--- config.mk ---
export PLATFORM = sky130hd
export DESIGN_NAME = mux_scan_seq_flat
export DESIGN_NICKNAME = d
export VERILOG_FILES = /design/src/rtl/mux_scan_seq_pkg.sv /design/src/rtl/mux_scan_seq_if.sv /design/src/rtl/mux_scan_seq_scan_timer.sv /design/src/rtl/mux_scan_seq.sv /design/src/flat_wrapper.sv
export SDC_FILE = /design/constraint.sdc
export NUM_CORES = 1
export LEC_CHECK = 0
export BUFFER_PORTS_ARGS = -buffer_cell sky130_fd_sc_hd__buf_2
export CAP_MARGIN = 30
export CORE_MARGIN = 1
export CORE_UTILIZATION = 45
export DETAILED_ROUTE_END_ITERATION = 6
export GPL_ROUTABILITY_DRIVEN = 0
export HOLD_SLACK_MARGIN = 0.02
export SYNTH_ARGS = -nofsm -noshare
export SYNTH_HDL_FRONTEND = slang
export SYNTH_SLANG_ARGS = --single-unit
--- constraint.sdc ---
create_clock -name clk -period 7.3 [get_ports clk]
set_clock_uncertainty 0.05 [all_clocks]
set_input_delay 1.46 -clock clk [delete_from_list [all_inputs] [get_ports clk]]
set_output_delay 1.46 -clock clk [all_outputs]
set_load 0.02 [all_outputs]
--- src/rtl/mux_scan_seq_pkg.sv ---
// mux_scan_seq shared types and constants.
// State encoding, address/sum widths and park address.
package mux_scan_pkg;

  typedef enum logic [1:0] {
    S_IDLE,
    S_SETTLE,
    S_CONV,
    S_NEXT
  } state_e;

  localparam int ADDR_W = 6;
  localparam int IDX_W  = 3;
  localparam int SUM_X  = 3;

  localparam logic [ADDR_W-1:0] PARK_DEF = 6'd30;

  function automatic int sum_w(input int adc_w);
    return adc_w + SUM_X;
  endfunction

endpackage

--- src/rtl/mux_scan_seq_if.sv ---
// mux_scan_seq control, ADC handshake and result bus.
// master = sequencer side, slave = system/ADC side.
interface mux_scan_seq_if #(
  parameter int ADC_W = 12
) ();
  import mux_scan_pkg::*;

  logic                     start;
  logic                     abort;
  logic [ADDR_W-1:0]        addr;
  logic                     adc_req;
  logic                     adc_ack;
  logic [ADC_W-1:0]         adc_data;
  logic                     pt_valid;
  logic [IDX_W-1:0]         pt_index;
  logic [sum_w(ADC_W)-1:0]  pt_sum;
  logic                     busy;
  logic                     done;
  logic                     err;

  modport master (
    input  start, abort, adc_ack, adc_data,
    output addr, adc_req, pt_valid, pt_index,
    output pt_sum, busy, done, err
  );

  modport slave (
    output start, abort, adc_ack, adc_data,
    input  addr, adc_req, pt_valid, pt_index,
    input  pt_sum, busy, done, err
  );

endinterface

--- src/rtl/mux_scan_seq_scan_timer.sv ---
// Loadable down-counter with expiry flag.
// Holds at zero; expired while the count is zero.
module scan_timer #(
  parameter int W = 16
) (
  input  logic         clk,
  input  logic         rst_n,
  input  logic         load_i,
  input  logic [W-1:0] val_i,
  output logic         exp_o
);

  logic [W-1:0] cnt_q;

  // Reload while held, otherwise count down to zero.
  always_ff @(posedge clk) begin
    if (!rst_n) begin
      cnt_q <= '0;
    end else if (load_i) begin
      cnt_q <= val_i;
    end else if (cnt_q != '0) begin
      cnt_q <= cnt_q - W'(1);
    end
  end

  assign exp_o = (cnt_q == '0);

endmodule

--- src/rtl/mux_scan_seq.sv ---
// Analog-mux scan sequencer: settle, ADC handshake,
// per-point group sums, park on idle.
module mux_scan_seq
  import mux_scan_pkg::*;
#(
  parameter int ADC_W         = 12,
  parameter int GROUP_SIZE    = 5,
  parameter int NUM_POINTS    = 6,
  parameter logic [ADDR_W-1:0] PARK_ADDR = PARK_DEF,
  parameter int SETTLE_CYCLES = 1000,
  parameter int ACK_TIMEOUT   = 4096
) (
  input logic            clk,
  input logic            rst_n,
  mux_scan_seq_if.master bus
);

  localparam int SW   = sum_w(ADC_W);
  localparam int GW   = $clog2(GROUP_SIZE + 1);
  localparam int TMAX = (SETTLE_CYCLES > ACK_TIMEOUT) ?
                        SETTLE_CYCLES : ACK_TIMEOUT;
  localparam int TW   = $clog2(TMAX + 1);

  localparam logic [ADDR_W-1:0] LAST =
    ADDR_W'(GROUP_SIZE * NUM_POINTS - 1);
  localparam logic [GW-1:0] GLAST = GW'(GROUP_SIZE - 1);

  state_e            state_q;
  logic [ADDR_W-1:0] addr_q;
  logic              req_q;
  logic              pv_q;
  logic [IDX_W-1:0]  pidx_q;
  logic [SW-1:0]     psum_q;
  logic              busy_q;
  logic              done_q;
  logic              err_q;
  logic [SW-1:0]     acc_q;
  logic [SW-1:0]     acc_d;
  logic [GW-1:0]     grp_q;
  logic [IDX_W-1:0]  pt_q;
  logic              set_exp;
  logic              ack_exp;

  assign acc_d = acc_q + SW'(bus.adc_data);

  scan_timer #(.W(TW)) u_settle (
    .clk    (clk),
    .rst_n  (rst_n),
    .load_i (state_q != S_SETTLE),
    .val_i  (TW'(SETTLE_CYCLES)),
    .exp_o  (set_exp)
  );

  scan_timer #(.W(TW)) u_ack (
    .clk    (clk),
    .rst_n  (rst_n),
    .load_i (state_q != S_CONV),
    .val_i  (TW'(ACK_TIMEOUT - 1)),
    .exp_o  (ack_exp)
  );

  // Scan FSM with registered outputs; abort beats everything.
  always_ff @(posedge clk) begin
    if (!rst_n) begin
      state_q <= S_IDLE;
      addr_q  <= PARK_ADDR;
      req_q   <= 1'b0;
      pv_q    <= 1'b0;
      pidx_q  <= '0;
      psum_q  <= '0;
      busy_q  <= 1'b0;
      done_q  <= 1'b0;
      err_q   <= 1'b0;
      acc_q   <= '0;
      grp_q   <= '0;
      pt_q    <= '0;
    end else begin
      pv_q   <= 1'b0;
      done_q <= 1'b0;
      if (bus.abort && state_q != S_IDLE) begin
        state_q <= S_IDLE;
        addr_q  <= PARK_ADDR;
        req_q   <= 1'b0;
        busy_q  <= 1'b0;
      end else begin
        unique case (state_q)
          S_IDLE: begin
            if (bus.start && !bus.abort) begin
              state_q <= S_SETTLE;
              addr_q  <= '0;
              acc_q   <= '0;
              grp_q   <= '0;
              pt_q    <= '0;
              err_q   <= 1'b0;
              busy_q  <= 1'b1;
            end
          end
          S_SETTLE: begin
            if (set_exp) begin
              state_q <= S_CONV;
              req_q   <= 1'b1;
            end
          end
          S_CONV: begin
            if (bus.adc_ack) begin
              state_q <= S_NEXT;
              req_q   <= 1'b0;
              acc_q   <= acc_d;
            end else if (ack_exp) begin
              state_q <= S_IDLE;
              req_q   <= 1'b0;
              err_q   <= 1'b1;
              addr_q  <= PARK_ADDR;
              busy_q  <= 1'b0;
            end
          end
          S_NEXT: begin
            if (grp_q == GLAST) begin
              pv_q   <= 1'b1;
              psum_q <= acc_q;
              pidx_q <= pt_q;
              acc_q  <= '0;
              grp_q  <= '0;
              pt_q   <= pt_q + IDX_W'(1);
            end else begin
              grp_q  <= grp_q + GW'(1);
            end
            if (addr_q == LAST) begin
              state_q <= S_IDLE;
              addr_q  <= PARK_ADDR;
              done_q  <= 1'b1;
              busy_q  <= 1'b0;
            end else begin
              state_q <= S_SETTLE;
              addr_q  <= addr_q + ADDR_W'(1);
            end
          end
        endcase
      end
    end
  end

  assign bus.addr     = addr_q;
  assign bus.adc_req  = req_q;
  assign bus.pt_valid = pv_q;
  assign bus.pt_index = pidx_q;
  assign bus.pt_sum   = psum_q;
  assign bus.busy     = busy_q;
  assign bus.done     = done_q;
  assign bus.err      = err_q;

endmodule

--- src/flat_wrapper.sv ---
// flat-port wrapper written by rule: the top's interface ports become plain ports
module mux_scan_seq_flat import mux_scan_pkg::*;
#(
  parameter int ADC_W         = 12,
  parameter int GROUP_SIZE    = 5,
  parameter int NUM_POINTS    = 6,
  parameter logic [ADDR_W-1:0] PARK_ADDR = PARK_DEF,
  parameter int SETTLE_CYCLES = 1000,
  parameter int ACK_TIMEOUT   = 4096
)
  (clk, rst_n, bus_start, bus_abort, bus_adc_ack, bus_adc_data, bus_addr, bus_adc_req, bus_pt_valid, bus_pt_index, bus_pt_sum, bus_busy, bus_done, bus_err);
  mux_scan_seq_if #(.ADC_W(ADC_W)) bus_i ();
  input logic clk;
  input logic rst_n;
  input wire logic [$bits(bus_i.start)-1:0] bus_start;
  input wire logic [$bits(bus_i.abort)-1:0] bus_abort;
  input wire logic [$bits(bus_i.adc_ack)-1:0] bus_adc_ack;
  input wire logic [$bits(bus_i.adc_data)-1:0] bus_adc_data;
  output wire logic [$bits(bus_i.addr)-1:0] bus_addr;
  output wire logic [$bits(bus_i.adc_req)-1:0] bus_adc_req;
  output wire logic [$bits(bus_i.pt_valid)-1:0] bus_pt_valid;
  output wire logic [$bits(bus_i.pt_index)-1:0] bus_pt_index;
  output wire logic [$bits(bus_i.pt_sum)-1:0] bus_pt_sum;
  output wire logic [$bits(bus_i.busy)-1:0] bus_busy;
  output wire logic [$bits(bus_i.done)-1:0] bus_done;
  output wire logic [$bits(bus_i.err)-1:0] bus_err;
  assign bus_i.start = bus_start;
  assign bus_i.abort = bus_abort;
  assign bus_i.adc_ack = bus_adc_ack;
  assign bus_i.adc_data = bus_adc_data;
  assign bus_addr = bus_i.addr;
  assign bus_adc_req = bus_i.adc_req;
  assign bus_pt_valid = bus_i.pt_valid;
  assign bus_pt_index = bus_i.pt_index;
  assign bus_pt_sum = bus_i.pt_sum;
  assign bus_busy = bus_i.busy;
  assign bus_done = bus_i.done;
  assign bus_err = bus_i.err;
  mux_scan_seq #(.ADC_W(ADC_W), .GROUP_SIZE(GROUP_SIZE), .NUM_POINTS(NUM_POINTS), .PARK_ADDR(PARK_ADDR), .SETTLE_CYCLES(SETTLE_CYCLES), .ACK_TIMEOUT(ACK_TIMEOUT)) u_core (.clk(clk), .rst_n(rst_n), .bus(bus_i));
endmodule
==> results of run 1 <==
[worst min-delay path, delay by kind of cell (launching register included)]
family           cells  cell delay (ns)
flip-flops           1             0.31
AND/OR/NAND/NOR      1             0.05
AO/OA/AOI/OAI        1             0.05
[synth_stat cells, drive strengths merged (2+ instances only)]
cell and count:
or4 5, nand3 11, buf 5, a22oi 4, or3 5, and2 3
xor2 11, inv 18, dfxtp 78, nand4b 2, nor2 40, a21o 6
o21ai 14, and3 3, o211ai 5, a31oi 6, clkbuf 17, nor2b 4
a21oi 61, nor3 10, a311oi 2, a211oi 4, a41oi 2, o211a 2
ha 25, o22ai 3, nor4 4, o31ai 2, nand2b 4, and4 2
xnor2 21, nand2 63, a32o 6, nand4 9
[sequential cells by signal (all words and copies together), names as in the netlist]
register	count
u_core.acc_q	15
u_core.bus.pt_sum	15
u_core.u_ack.cnt_q	13
u_core.u_settle.cnt_q	13
u_core.bus.addr	6
u_core.bus.pt_index	3
u_core.grp_q	3
u_core.pt_q	3
u_core.state_q	2
u_core.bus.adc_req	1
u_core.bus.busy	1
u_core.bus.done	1
u_core.bus.err	1
u_core.bus.pt_valid	1
[final timing paths]
kind              cells after the start  slack (ns)            startpoint                   end
setup reg to reg                      7        4.43     u_core.state_q[0]      u_core.acc_q[12]
hold / removal                        2        0.40  u_core.bus.pt_sum[7]  u_core.bus.pt_sum[7]
hold reg to reg                       2        0.40  u_core.bus.pt_sum[7]  u_core.bus.pt_sum[7]
setup / recovery                      9        3.95       bus_adc_data[0]      u_core.acc_q[12]
[metal layers]
| metal | vias to the layer above | part of all wire (%) | global-route usage, % | wire, um |
|---|---|---|---|---|
| met5 | - | 0 | 0 | 0 |
| met4 | 0 | 1.5 | 7.72 | 138 |
| met3 | 12 | 3.3 | 3.83 | 295 |
| met2 | 58 | 46 | 32.3 | 4080 |
| met1 | 1620 | 49 | 27.8 | 4390 |
| li1 | 1776 | - | - | - |
[per-stage QoR]
step / std cells / power, mW / worst slack, ns / area [um2] / hold WS [ns]
finish: 623 / 1.23 / 3.95 / 4510 / 0.404
CTS: 623 / 1.24 / 3.95 / 4510 / 0.406
floorplan: 475 / 0.793 / 3.89 / 4020 / 0.378
global route: 623 / 1.31 / 3.81 / 4510 / 0.433
detailed placement: 607 / 0.871 / 3.58 / 4290 / 0.394
global placement: 607 / 0.865 / 3.62 / 4290 / 0.388
[cells in the final DEF (no fill, tap or decap), types with 2 or more instances in the layout]
cell type | synthesis | final
a211oi_1 | 3 | 3
a21o_1 | 6 | 6
a21oi_1 | 60 | 60
a22oi_1 | 4 | 4
a311oi_1 | 2 | 2
a31oi_1 | 6 | 6
a32o_1 | 6 | 6
a41oi_1 | 2 | 2
and2_1 | 3 | 3
and3_1 | 3 | 3
and4_1 | 2 | 2
buf_2 | 3 | 45
bufinv_16 | 0 | 2
clkbuf_8 | 0 | 10
dfxtp_1 | 78 | 78
ha_1 | 25 | 25
inv_1 | 17 | 17
nand2_1 | 63 | 63
nand2b_1 | 4 | 4
nand3_1 | 11 | 11
nand4_1 | 9 | 9
nand4b_1 | 2 | 2
nor2_1 | 40 | 40
nor2b_1 | 4 | 4
nor3_1 | 9 | 9
nor4_1 | 3 | 3
o211a_1 | 2 | 2
o211ai_1 | 5 | 5
o21ai_0 | 13 | 13
o22ai_1 | 3 | 3
o31ai_1 | 2 | 2
or3_1 | 4 | 4
or4_1 | 4 | 4
xnor2_1 | 21 | 21
xor2_1 | 11 | 11
[power by group]
group / switching [mW] / leakage (nW) / internal, mW
registers: 0.0442 / 0.637 / 0.468
logic: 0.217 / 1.10 / 0.133
clock network: 0.162 / 0.110 / 0.203
[cells by family after synthesis]
family | count (synthesis)
muxes | 2
xor gates and xnor gates | 32
AOI/OAI and AO/OA | 128
adders and majority gates | 26
DFF | 78
buffers and inverters | 40
and+or+nand+nor | 169
[layout make-up]
type	count	area, um2
Timing Repair Buffer	46	233
Clock buffer	11	141
Tap cell	108	135
Multi-Input combinational cell	357	2290
Inverter	18	67.6
Clock inverter	5	81.3
Sequential cell	78	1560
Fill cell	867	4170
==> reports/summary.txt, run 1 <==
======================================================================================
Critical path cell sequence                                               buf_2 > ha_1 > fa_1 > a21o_1 > a311oi_1 > o211ai_1 > o211ai_1 > nor4b_1 > a221o_1
Final cycle utilization of the critical path                                     45.9%
Clock Root Buffer                                                             clkbuf_8
Remaining routing DRC violations                                                     0
Cell seen most often among critical-path stages                               o211ai_1
Number of buffers inserted for hold repair after clock tree synthesis                0
Clock tree sinks                                                                    78
CTS Buffer Depth                                                                     2
Complex-gate fraction of the synthesized area                                    20.7%
Final number of max-transition violations                                            0
Global-route wire length before repair                                         14.7 mm
Synth async-reset ratio                                                             0%
Area Overhead vs Synth                                                           12.4%
Number of distinct standard cells referenced by the synthesized netlist             62
Core Box Area                                                                 8680 um2
Final hold violation count                                                           0
Final critical delay including setup and external delays                       3.35 ns
Mean number of vias per cell                                                      5.56
Clock tree from TritonCTS                                                          yes
Die Width                                                                      96.5 um
Flip-flop and latch count after synthesis                                           78
Number of DRC markers after the initial detailed-route iteration                   146
I/O pin total                                                                       46
Die Y-Extent                                                                   96.5 um
Setup crit end kind                                                           register
Number of enable-type register cells in the synthesized netlist                      0
Critical path peak fanout                                                            3
Ratio of cells with drive above 1 in the final layout                            14.4%
Clock Latency Late Sink                                                        0.35 ns
Class of the most critical hold timing path                                 reg -> reg
Synth Area in Simple Gates                                                       20.6%
Seq/Total Area, Yosys                                                            38.9%
Top cells by area in the synthesized netlist                              dfxtp_1 39%, ha_1 7.8%, a21oi_1 7.5%
Result of the run                                                         finished clean
Peak supply drop                                                              0.107 mV
Buffers added on ports                                                              45
Detail-routed net length per standard cell                                     14.3 um
Crit path DAT                                                                  3.54 ns
Slowest CP cell                                                                   fa_1
Leakage                                                                        1.85 nW
Multiplexer share of the synthesized area                                       0.530%
Cts bufs inserted                                                                    9
Area enclosed by the die boundary                                             9300 um2
Initial cell density of the core                                                 46.3%
Post-Synth Adder-Cell Area                                                       8.29%
GR Overflow Total                                                                    0
Number of standard-cell rows in the floorplan                                       34
Number of nets with antenna violations after routing                                 0
Worst setup path category                                                    in -> reg
Yosys top cell by area                                                         dfxtp_1
Post-synthesis net count                                                           518
Worst Setup Start Kind                                                    primary input
Slew Limit Headroom                                                              39.5%
Number of synthesis warnings                                                         0
Dominant combinational cell family by area after synthesis                compound AO/OA/AOI/OAI gates
Fin Setup TNS                                                                     0 ns
Dominant synthesized flop cell                                                 dfxtp_1
Highest achievable clock rate                                                0.298 GHz
Final #Nets                                                                        553
Number of global-route vias before repair                                         3090
Power per cell area                                                         272 nW/um2
Buffers inserted by post-CTS timing repair                                           0
Synth Area per Inst                                                           8.45 um2
Area share of the largest cell type after synthesis                              38.9%
Cell family with the largest share of critical-path delay                 compound AO/OA/AOI/OAI gates
Vias post-DR                                                                      3466
Maximum capacitance violations                                                       0
Synthesized-area fraction occupied by xor and xnor cells                         6.98%
Estimated wirelength of the detail-placed design                               6.26 mm
Pin count of the biggest net entering global routing                                47
H-tree depth reported by CTS                                                         3
Biggest cell delay along the critical path                                     0.42 ns
Final setup violating endpoints                                                      0
Number of standard cells after synthesis                                           475
Actual slew at the worst max-slew pin                                         0.905 ns
Netlist area before placement                                                 4020 um2
Finished Core Util                                                               52.0%
Number of gates given a new drive strength after cts                                 0
Pre-antenna DRT Iters                                                                4
Unrepaired setup endpoints after global routing                                     no
CTS clock-pin slew for the worst setup and hold paths                          0.08 ns
Total routing usage reported by global routing                                   20.5%
Count of inserted antenna diode cells                                                0
Critical path buffer and inverter count                                              1
Total wire length                                                              8.91 mm
Data required time of the worst path                                           7.49 ns
Antenna violations before repair                                                     0
======================================================================================
No activity file was read; power rests on OpenSTA's default activity.
==> run 2: changes to the inputs <==
clock period = 3.45 ns   (was 7.3 ns; I/O delays follow)
==> reports/summary.txt, run 2 (synthesis gave the netlist of run 1 again) <==
====================================================================================
Remaining routing DRC violations                                                   0   unchanged
Fraction of met1 tracks used by global routing                                 26.3%   was 27.8%
Total wire length                                                            8.94 mm   was 8.91 mm
Actual slew at the worst max-slew pin                                       0.841 ns   was 0.905 ns
Pin count of the biggest net entering global routing                              47   unchanged
GR Overflow Total                                                                  0   unchanged
Final hold violation count                                                         0   unchanged
Commonest non-fill, non-tap cell in the layout                               dfxtp_1   unchanged
Critical path cell sequence                                             inv_1 > ha_1 > a221oi_1 > nand2_1 > buf_4 > nor2_1 > nor4b_1 > a221o_1   was buf_2 > ha_1 > fa_1 > a21o_1 > a311oi_1 > o211ai_1 > o211ai_1 > nor4b_1 > a221o_1
H-tree depth reported by CTS                                                       3   unchanged
Clock tree sinks                                                                  78   unchanged
Number of DRC markers after the initial detailed-route iteration                 166   was 146
Total routing usage reported by global routing                                 20.2%   was 20.5%
Setup WS post-layout                                                        0.835 ns   was 3.95 ns
Count of inserted antenna diode cells                                              0   unchanged
Launch instance of the worst register-to-register path                  u_core.state_q[0]   unchanged
Clock Latency Late Sink                                                      0.35 ns   about the same
Vias post-DR                                                                    3429   was 3466
Core Box Area                                                               8680 um2   unchanged
Clock Root Buffer                                                           clkbuf_8   unchanged
Setup crit end kind                                                         register   unchanged
Data required time of the worst path                                         3.70 ns   was 7.49 ns
Mean number of vias per cell                                                    5.48   was 5.56
Buffers added on ports                                                            45   unchanged
Critical path peak fanout                                                         17   was 3
Pre-antenna DRT Iters                                                              4   unchanged
Commonest non-fill, non-tap cells in the layout                         78 x dfxtp_1, 63 x nand2_1, 60 x a21oi_1, 45 x buf_2, 40 x nor2_1   unchanged
Maximum capacitance violations                                                     0   unchanged
Met2 Track Usage GR                                                            33.1%   was 32.3%
Global routing usage on met3                                                   4.54%   was 3.83%
Area of placed instances                                                    4310 um2   was 4290 um2
Buffers inserted by post-CTS timing repair                                         0   unchanged
Slack of the worst reg-to-reg path                                           0.83 ns   was 4.43 ns
Clock tree from TritonCTS                                                        yes   unchanged
Cts bufs inserted                                                                  9   unchanged
Initial cell density of the core                                               46.3%   unchanged
Final number of max-transition violations                                          0   unchanged
Finished Core Util                                                             52.0%   about the same
Final #Nets                                                                      556   was 553
Die Y-Extent                                                                 96.5 um   unchanged
Ratio of cells with drive above 1 in the final layout                          15.1%   was 14.4%
Fin Setup TNS                                                                   0 ns   unchanged
Number of gates given a new drive strength after cts                               0   unchanged
Layer with the highest usage                                                    met2   unchanged
Slew Limit Headroom                                                            43.9%   was 39.5%
Worst Setup Start Kind                                                      register   was primary input
Area Overhead vs Synth                                                         12.3%   was 12.4%
Crit path DAT                                                                2.87 ns   was 3.54 ns
Number of standard-cell rows in the floorplan                                     34   unchanged
Class of the most critical hold timing path                               reg -> reg   unchanged
Power per cell area                                                       561 nW/um2   was 272 nW/um2
Cell area after layout                                                      4510 um2   about the same
Final setup violating endpoints                                                    0   unchanged
Highest achievable clock rate                                              0.382 GHz
R2R cell count                                                                     8   was 7
Slowest CP cell                                                             a221oi_1   was fa_1
Number of global-route vias before repair                                       3120   was 3090
Unrepaired setup endpoints after global routing                                   no   unchanged
Detail-routed net length per standard cell                                   14.3 um   about the same
Worst setup timing slack at the placement stage                             0.528 ns   was 3.58 ns
Antenna violations before repair                                                   0   unchanged
I/O pin total                                                                     46   unchanged
Global-route wire length before repair                                       14.5 mm   was 14.7 mm
Result of the run                                                       finished clean   unchanged
Overall Power                                                                2.53 mW   was 1.23 mW
CTS Buffer Depth                                                                   2   unchanged
Number of nets with antenna violations after routing                               0   unchanged
Estimated wirelength of the detail-placed design                             6.19 mm   was 6.26 mm
Setup crit end                                                          u_core.acc_q[12]   unchanged
Die Width                                                                    96.5 um   unchanged
Area enclosed by the die boundary                                           9300 um2   unchanged
Final cycle utilization of the critical path                                   75.8%
Final critical delay including setup and external delays                     2.62 ns
Biggest cell delay along the critical path                                   0.46 ns   was 0.42 ns
Count of fill cells added during filler insertion                                869   was 867
Number of buffers inserted for hold repair after clock tree synthesis              0   unchanged
Worst flop-to-flop path endpoint                                        u_core.acc_q[12]   unchanged
CTS clock-pin slew for the worst setup and hold paths                        0.08 ns   about the same
Worst Setup SP                                                          u_core.state_q[0]   was bus_adc_data[0]
Leakage                                                                      1.85 nW   about the same
Worst setup path category                                                 reg -> reg   was in -> reg
Peak supply drop                                                            0.230 mV   was 0.107 mV
====================================================================================
[run 2: changes by cell type in the layout (fill, tap and decap cells not counted), sizes merged]
cell / change
buf: +3
clkinv: +3
bufinv: -1
clkbuf: -1
inv: -1
[run 2: where the power goes]
group	total [mW]	leakage [nW]	switching, mW	internal [mW]
clock	0.700	0.102	0.349	0.352
combinational	0.747	1.11	0.460	0.287
sequential	1.08	0.637	0.0928	0.991
[run 2: critical path, delay by kind of cell (launching register included)]
kind            cells  cell delay (ns)
compound gates      2             0.60
flops               1             0.42
fa+ha+maj           1             0.30
simple gates        3             0.85
buf+inv             2             0.34
[run 2: metal layers]
metal  vias up  wire length, um
li1       1773                -
met1      1596             4350
met2        50             4200
met3        10              286
met4         0              100
met5         -                0
[run 2: worst min path at each step]
stage,from,end,depth (start not counted)
global route,u_core.bus.pt_sum[14],u_core.bus.pt_sum[14],2
finish,u_core.bus.pt_sum[5],u_core.bus.pt_sum[5],2
global placement,u_core.u_settle.cnt_q[12],u_core.u_settle.cnt_q[12],2
floorplan,u_core.u_settle.cnt_q[12],u_core.u_settle.cnt_q[12],2
detailed placement,u_core.bus.pt_sum[1],u_core.bus.pt_sum[1],2
CTS,u_core.bus.pt_sum[5],u_core.bus.pt_sum[5],2
[run 2: area by class of cell]
| type | instances | area (um2) | share of cell area, % |
|---|---|---|---|
| Clock inverter | 6 | 61.3 | 1.36 |
| Multi-Input combinational cell | 357 | 2290 | 50.8 |
| Timing Repair Buffer | 49 | 255 | 5.66 |
| Inverter | 18 | 67.6 | 1.50 |
| Sequential cell | 78 | 1560 | 34.6 |
| Clock buffer | 10 | 138 | 3.05 |
| Tap cell | 108 | 135 | 3.00 |
[run 2: through the flow]
stage | hold WS, ns | std cells
floorplan | 0.378 | 475
global placement | 0.386 | 610
detailed placement | 0.396 | 610
CTS | 0.408 | 626
global route | 0.438 | 626
finish | 0.404 | 626
